[src/rtl/seq_detect_param_if.sv]
// Bit-stream, pattern-reload and result signals between a serial bit source and seq_detect_param.
// match_cnt and the CNT_W parameter exist only when SEQ_DETECT_CNT_EN is defined.
interface seq_detect_param_if #(
  parameter int SEQ_LEN = 5
`ifdef SEQ_DETECT_CNT_EN
  , parameter int CNT_W = 8
`endif
);
  localparam int SW = $clog2(SEQ_LEN + 1);

  logic               din_vld;
  logic               din;
  logic               ovl_mode;
  logic               cfg_load;
  logic [SEQ_LEN-1:0] cfg_pattern;
  logic               match;
  logic [SW-1:0]      state_o;
`ifdef SEQ_DETECT_CNT_EN
  logic [CNT_W-1:0]   match_cnt;

  modport master (output din_vld, din, ovl_mode, cfg_load, cfg_pattern,
                  input  match, state_o, match_cnt);
  modport slave  (input  din_vld, din, ovl_mode, cfg_load, cfg_pattern,
                  output match, state_o, match_cnt);
`else
  modport master (output din_vld, din, ovl_mode, cfg_load, cfg_pattern,
                  input  match, state_o);
  modport slave  (input  din_vld, din, ovl_mode, cfg_load, cfg_pattern,
                  output match, state_o);
`endif
endinterface

[src/rtl/seq_detect_param.sv]
// Parametrised serial sequence detector with run-time pattern reload and overlap select.
// Optional saturating match counter enabled by the SEQ_DETECT_CNT_EN macro.
module seq_detect_param #(
  parameter int                 SEQ_LEN = 5,
  parameter logic [SEQ_LEN-1:0] PATTERN = 5'b10010
`ifdef SEQ_DETECT_CNT_EN
  , parameter int               CNT_W   = 8
`endif
) (
  input  logic               clk,
  input  logic               rst,
  seq_detect_param_if.slave  bus
);
  localparam int SW = $clog2(SEQ_LEN + 1);

  typedef enum logic [1:0] {OP_IDLE, OP_LOAD, OP_BIT} op_e;

  op_e                op;
  logic [SEQ_LEN-1:0] patternQ, patternD;
  logic [SW-1:0]      stateQ, stateD;
  logic               matchQ, matchD;
  logic [SW-1:0]      shiftAmt;
  logic [SEQ_LEN-1:0] hist;
  logic               full;
  logic               prefixOk;
  logic [SW-1:0]      bestK;

  always_comb begin
    op = OP_IDLE;
    if (bus.cfg_load) begin
      op = OP_LOAD;
    end else if (bus.din_vld) begin
      op = OP_BIT;
    end
  end

  // hist holds the candidate right-aligned: the matched prefix followed by din in bit 0.
  // bestK is the longest proper prefix of the pattern that ends the candidate.
  always_comb begin
    shiftAmt = SW'(SEQ_LEN) - stateQ;
    hist     = ((patternQ >> shiftAmt) << 1) | SEQ_LEN'(bus.din);
    full     = (stateQ == SW'(SEQ_LEN - 1)) && (bus.din == patternQ[0]);
    bestK    = '0;
    prefixOk = 1'b0;
    for (int k = 1; k < SEQ_LEN; k++) begin
      prefixOk = (k <= int'(stateQ) + 1);
      for (int j = 0; j < k; j++) begin
        if (hist[k-1-j] != patternQ[SEQ_LEN-1-j]) begin
          prefixOk = 1'b0;
        end
      end
      if (prefixOk) begin
        bestK = SW'(k);
      end
    end
  end

  always_comb begin
    patternD = patternQ;
    stateD   = stateQ;
    matchD   = 1'b0;
    unique case (op)
      OP_LOAD: begin
        patternD = bus.cfg_pattern;
        stateD   = '0;
      end
      OP_BIT: begin
        matchD = full;
        stateD = (full && !bus.ovl_mode) ? '0 : bestK;
      end
      default: ;
    endcase
  end

  always_ff @(posedge clk or negedge rst) begin
    if (!rst) begin
      patternQ <= PATTERN;
      stateQ   <= '0;
      matchQ   <= 1'b0;
    end else begin
      patternQ <= patternD;
      stateQ   <= stateD;
      matchQ   <= matchD;
    end
  end

  assign bus.match   = matchQ;
  assign bus.state_o = stateQ;

`ifdef SEQ_DETECT_CNT_EN
  logic [CNT_W-1:0] cntQ, cntD;

  // Counts cycles with match high; saturates rather than wrapping.
  always_comb begin
    cntD = cntQ;
    if (op == OP_LOAD) begin
      cntD = '0;
    end else if (matchQ && (cntQ != '1)) begin
      cntD = cntQ + CNT_W'(1);
    end
  end

  always_ff @(posedge clk or negedge rst) begin
    if (!rst) begin
      cntQ <= '0;
    end else begin
      cntQ <= cntD;
    end
  end

  assign bus.match_cnt = cntQ;
`endif
endmodule

[src/flat_wrapper.sv]
// flat-port wrapper written by rule: the top's interface ports become plain ports
module seq_detect_param_flat 
#(
  parameter int                 SEQ_LEN = 5,
  parameter logic [SEQ_LEN-1:0] PATTERN = 5'b10010

)
  (clk, rst, bus_din_vld, bus_din, bus_ovl_mode, bus_cfg_load, bus_cfg_pattern, bus_match, bus_state_o);
  seq_detect_param_if #(.SEQ_LEN(SEQ_LEN)) bus_i ();
  input  logic clk;
  input  logic rst;
  input wire logic [$bits(bus_i.din_vld)-1:0] bus_din_vld;
  input wire logic [$bits(bus_i.din)-1:0] bus_din;
  input wire logic [$bits(bus_i.ovl_mode)-1:0] bus_ovl_mode;
  input wire logic [$bits(bus_i.cfg_load)-1:0] bus_cfg_load;
  input wire logic [$bits(bus_i.cfg_pattern)-1:0] bus_cfg_pattern;
  output wire logic [$bits(bus_i.match)-1:0] bus_match;
  output wire logic [$bits(bus_i.state_o)-1:0] bus_state_o;
  assign bus_i.din_vld = bus_din_vld;
  assign bus_i.din = bus_din;
  assign bus_i.ovl_mode = bus_ovl_mode;
  assign bus_i.cfg_load = bus_cfg_load;
  assign bus_i.cfg_pattern = bus_cfg_pattern;
  assign bus_match = bus_i.match;
  assign bus_state_o = bus_i.state_o;
  seq_detect_param #(.SEQ_LEN(SEQ_LEN), .PATTERN(PATTERN)) u_core (.clk(clk), .rst(rst), .bus(bus_i));
endmodule
[config.mk]
export PLATFORM = sky130hd
export DESIGN_NAME = seq_detect_param_flat
export DESIGN_NICKNAME = d
export VERILOG_FILES = /design/src/rtl/seq_detect_param_if.sv /design/src/rtl/seq_detect_param.sv /design/src/flat_wrapper.sv
export SDC_FILE = /design/constraint.sdc
export NUM_CORES = 1
export LEC_CHECK = 0
export CORE_MARGIN = 5
export CORE_UTILIZATION = 49
export CTS_CLUSTER_SIZE = 10
export DETAILED_ROUTE_END_ITERATION = 7
export GPL_ROUTABILITY_DRIVEN = 0
export PLACE_DENSITY = 0.84
export RECOVER_POWER = 50
export SLEW_MARGIN = 20
export SYNTH_ARGS = -nofsm -noshare
export SYNTH_HDL_FRONTEND = slang
export SYNTH_SLANG_ARGS = --single-unit
[constraint.sdc]
create_clock -name clk -period 2.5 [get_ports clk]
set_input_delay 0.625 -clock clk [delete_from_list [all_inputs] [get_ports clk]]
set_output_delay 0.625 -clock clk [all_outputs]
set_load 0.05 [all_outputs]
==> reports/summary.txt, run 1 <==
NetSw = 0.000120 W
switch share = 30.5%
CTS tree = yes
number of port buffers = 14
total gr overflow = 0
most common cell after layout, fill and taps aside = clkdlybuf4s50_1
Starting DRT DRC Count = 5
Synth Flop Type = dfrtp_1
Worst R2R End = u_core.bus.state_o[0]
vias in the first global route = 589
Crit path max-delay family = buffers and inverters
Int Power = 0.000273 W
combinational share of power = 25.4%
status = complete, no violations
layout cells sized above 1 = 12.9%
die height = 49.1 µm
# DRC = 0
crit-path max FO = 12
Worst Hold End = u_core.patternQ[0]
R2R Setup Slk = 0.24 ns
yosys warns = 0
per-cell routed wire length = 13.6 µm
Area Growth Syn to Fin = 21.4%
RSZ-0062 raised after global routing = no
sequential element share of the synthesized area = 30.4%
Post-Synthesis Cell Area = 749 µm²
crit path DAT = 1.75 ns
setup TNS = 0 ns
Placed Instances = 105
cts hold-fix bufs = 0
Crit Path Class = reg -> out
Worst R2R Path Depth = 7
crit-path cells = clkdlybuf4s50_1
cells after synthesis = 79
VDD IR max = 292 µV
CP Launch Point = u_core.bus.state_o[0]
initial core utilization = 50.9%
post-route insts no fill = 109
Post-DRT Antenna Nets = 0
post-DR vias/cell = 5.65
multi-input logic area = 480 µm²
Antenna diodes = 0
TritonRoute pass-1 iters = 4
# setup viols final = 0
Reg-to-Reg Start = u_core.bus.state_o[1]
crit-path max cell delay = 0.89 ns
Die X = 49.1 µm
gr usage total = 13.8%
pre-CTS setup slack = 0.215 ns
CTS resizes = 0
worst hold path class = reg -> reg
hold path depth = 1
critical path depth in cells = 1
Pins Over Slew Limit = 0
post-CTS setup buffer count = 0
first-pass GRT wire length = 2.59 mm
Netlist cell types = 31
total CTS buffers = 3
initial antenna violation count = 0
I/O pin count = 15
largest net degree at the start of global routing = 14
commonest cells after routing, fill and taps aside = 12 x clkdlybuf4s50_1, 8 x nand2_1, 7 x xor2_1, 7 x dfrtp_1, 6 x ha_1
clock slew at reported path FFs = 0.06 ns
asr flop ratio synth = 100%
Clock Path Buffers = 2
DRT Wirelength = 1.48 mm
crit start category = flop
FF/Latch Area = 228 µm²
CTS root buffer = clkbuf_4
worst setup margin = 0.123 ns
fmax = 421 MHz
Crit. End Element = primary output
final core utilization = 61.8%
Period Utilization, post-route = 95.1%
Post-synth EDFFs = 0
Crit path required time = 1.88 ns
Mapped Nets = 96
endpoints failing hold = 0
DIE AREA = 2410 µm²
Hold Startpoint = u_core.patternQ[0]
H-tree levels = 1
Rows = 14
nets = 111
worst-skew pair later-pin latency = 0.27 ns
leakage dissipation = 0.363 nW
clock network fraction of total power = 29.1%
Slew HR = 61.4%
Slew @ Worst Pin = 0.564 ns
Max Cap Violations = 0
pwr/cell area = 432 nW/µm²
slowest cell on the critical path = clkdlybuf4s50_1
Syn Area/Cell = 9.49 µm²
Period minus WS final = 2.38 ns
register bit count reported by yosys = 9
core area = 1470 µm²
CP bufs+invs = 1
TritonCTS Sinks = 9
Power, Total = 0.000393 W
via count = 616
# fillers = 131
Flop pwr share = 45.5%
final setup skew = 0.00312 ns
[flip-flops by register name (all words and copies together), names as in the netlist]
signal / flops
u_core.patternQ: 5
u_core.bus.match: 1
u_core.bus.state_o: 3
[power groups by stage]
stage | clock, W | sequential, W | combinational (W)
after floorplan | 0 | 0.000177 | 0.0000744
after global placement | 0 | 0.000180 | 0.0000978
after detailed placement | 0 | 0.000181 | 0.000101
after CTS | 0.000120 | 0.000178 | 0.000101
after global routing | 0.000126 | 0.000181 | 0.000111
final | 0.000114 | 0.000179 | 0.0000998
[worst max-delay path by stage]
| stage | slack, ns | endpoint |
|---|---|---|
| after detailed placement | 0.22 | u_core.bus.state_o[1] |
| after CTS | 0.11 | bus_state_o[1] |
| after global placement | 0.24 | u_core.bus.state_o[0] |
| final | 0.12 | bus_state_o[0] |
| after global routing | 0.05 | bus_state_o[0] |
| after floorplan | 0.17 | u_core.bus.state_o[0] |
[cell families after synthesis]
group	synth area share, %
XOR/XNOR	12.9
buffers and inverters	5.51
AND/OR/NAND/NOR	12.5
AO/OA/AOI/OAI	17.7
adder cells (fa/ha/maj)	10.0
flip-flops	30.4
multiplexers	11.0
[synth_stat cells, types with 2 or more instances]
master	count	area share, %
a21oi_1	3	2.0
a32oi_1	2	2.3
clkbuf_1	2	1.0
dfrtp_1	7	23
dfstp_2	2	7.0
ha_1	6	10
inv_1	4	2.0
mux2_2	4	6.0
nand2_1	8	4.0
nand3_1	2	1.3
nor2_1	2	1.0
nor2b_1	3	2.5
o21ai_0	4	2.7
o21ai_1	4	2.7
xnor2_1	4	4.7
xor2_1	7	8.2
[metrics by stage]
step | instance area, µm² | hold WS, ns
2_1_floorplan | 749 | 0.329
3_3_place_gp | 883 | 0.576
3_5_place_dp | 883 | 0.586
4_1_cts | 910 | 0.600
5_1_grt | 910 | 0.615
6_report | 910 | 0.591
[routing by layer]
metal / global-route usage (%) / routed length [µm] / up-vias
met2: 21.2 / 715 / 20
met1: 16.0 / 613 / 286
met4: 8.07 / 28 / 0
met5: 0 / 0 / -
met3: 5.50 / 120 / 5
li1: - / - / 305
[final cells by class]
| cell class | instances | share of cell area, % |
|---|---|---|
| Sequential cell | 9 | 25.0 |
| Multi-Input combinational cell | 62 | 52.8 |
| Inverter | 4 | 1.65 |
| Timing Repair Buffer | 14 | 15.4 |
| Clock buffer | 4 | 2.89 |
| Tap cell | 16 | 2.20 |
No activity file was read; power rests on OpenSTA's default activity.
==> inputs of run 2 (changes only) <==
Settings changed: CAP_MARGIN set to 40, CTS_CLUSTER_DIAMETER set to 100.
==> results of run 2 <==
The final DEF is identical to that of run 1; final timing and power are the same.
==> inputs of run 3 (changes only) <==
Settings changed: RECOVER_POWER 50 to unset.
==> run 3 against run 2 <==
Count of clock-buffer cells in the layout unchanged. Wire length is 0.14% lower. Sequential power about the same. Clock power hardly changed.
==> reports/summary.txt, run 3 (same netlist as run 1, synthesis figures left out) <==
status = complete, no violations
worst hold path class = reg -> reg
Period minus WS final = 2.38 ns
Crit Path Class = reg -> out
endpoints failing hold = 0
layout cells sized above 1 = 12.9%
CTS root buffer = clkbuf_4
per-cell routed wire length = 13.5 µm
I/O pin count = 15
Clock Path Buffers = 2
gr usage total = 13.8%
nets = 111
crit-path max cell delay = 0.89 ns
# fillers = 131
# DRC = 0
total CTS buffers = 3
multi-input logic area = 480 µm²
first-pass GRT wire length = 2.59 mm
Die X = 49.1 µm
# setup viols final = 0
fmax = 420 MHz
cts hold-fix bufs = 0
DRT Wirelength = 1.48 mm
Crit path required time = 1.88 ns
TritonRoute pass-1 iters = 4
Largest Register = u_core.patternQ
core area = 1470 µm²
most common cell after layout, fill and taps aside = clkdlybuf4s50_1
post-CTS setup buffer count = 0
CP bufs+invs = 1
crit-path cells = clkdlybuf4s50_1
RSZ-0062 raised after global routing = no
design area = 910 µm²
Crit path max-delay family = buffers and inverters
die height = 49.1 µm
initial core utilization = 50.9%
pwr/cell area = 433 nW/µm²
H-tree levels = 1
Starting DRT DRC Count = 5
Max Cap Violations = 0
Area Growth Syn to Fin = 21.4%
Crit. End Element = primary output
total gr overflow = 0
met3 wire length = 99 µm
setup TNS = 0 ns
Period Utilization, post-route = 95.1%
largest net degree at the start of global routing = 14
initial antenna violation count = 0
via count = 618
FF/Latch Area = 228 µm²
M1 wire length = 627 µm
final setup skew = 0.00315 ns
CTS resizes = 0
crit start category = flop
clock slew at reported path FFs = 0.06 ns
Slew @ Worst Pin = 0.561 ns
slowest cell on the critical path = clkdlybuf4s50_1
VDD IR max = 292 µV
Antenna diodes = 0
WL met2 = 720 µm
max reg flops = 5
crit-path max FO = 13
crit path DAT = 1.75 ns
Post-DRT Antenna Nets = 0
Rows = 14
number of port buffers = 14
top sig layer = met4
Placed Area = 883 µm²
DIE AREA = 2410 µm²
vias in the first global route = 589
Pins Over Slew Limit = 0
worst-skew pair later-pin latency = 0.27 ns
post-route insts no fill = 109
commonest cells after routing, fill and taps aside = 14 x clkdlybuf4s50_1, 8 x nand2_1, 7 x xor2_1, 7 x dfrtp_1, 6 x ha_1
post-DR vias/cell = 5.67
leakage dissipation = 0.362 nW
CTS tree = yes
Placed Instances = 105
Slew HR = 61.6%
TritonCTS Sinks = 9
## run 3: worst reg2reg max path, stage by stage, from the launching register on
cell     delay [ns]
dfrtp_1        0.53
ha_1           0.48
o21ai_0        0.13
a221o_1        0.45
mux2_4         0.32
a32oi_1        0.17
o21ai_1        0.07
## run 3: worst paths after layout
kind,startpoint,end,slack (ns),depth (start not counted)
min in group asynchronous,rst,u_core.bus.state_o[0],0.65,1
min,u_core.patternQ[0],u_core.patternQ[0],0.59,1
max in group asynchronous,rst,u_core.patternQ[1],1.53,1
min reg2reg,u_core.patternQ[0],u_core.patternQ[0],0.59,1
max,u_core.bus.state_o[1],bus_state_o[1],0.12,1
max reg2reg,u_core.bus.state_o[1],u_core.bus.state_o[0],0.23,6
## run 3: final cells by class
class / instances / area share [%]
clock buffers: 4 / 2.89
inverters: 4 / 1.65
multi-input cells: 62 / 52.8
flip-flops and latches: 9 / 25.0
well taps: 16 / 2.20
repair buffers: 14 / 15.4
## run 3: power breakdown
| group | leakage (nW) | switching, W | internal, W | total, W |
|---|---|---|---|---|
| Clock | 0.0150 | 0.0000529 | 0.0000617 | 0.000115 |
| Sequential | 0.111 | 0.0000206 | 0.000158 | 0.000179 |
| Combinational | 0.236 | 0.0000463 | 0.0000542 | 0.000100 |
| Total | 0.362 | 0.000120 | 0.000274 | 0.000394 |
## run 3: per-layer routing
metal | GRT usage, % | vias up
li1 | - | 306
met1 | 16.0 | 292
met2 | 21.2 | 15
met3 | 5.50 | 5
met4 | 8.07 | 0
met5 | 0 | -
## run 3: through the flow
step	utilization [%]	total power, W	hold WS [ns]	worst slack [ns]
after floorplan	-	0.000251	0.329	0.173
after global placement	60.0	0.000278	0.576	0.242
after detailed placement	60.0	0.000282	0.586	0.215
after CTS	61.8	0.000400	0.600	0.106
after global routing	61.8	0.000419	0.615	0.0493
final	61.8	0.000394	0.593	0.122
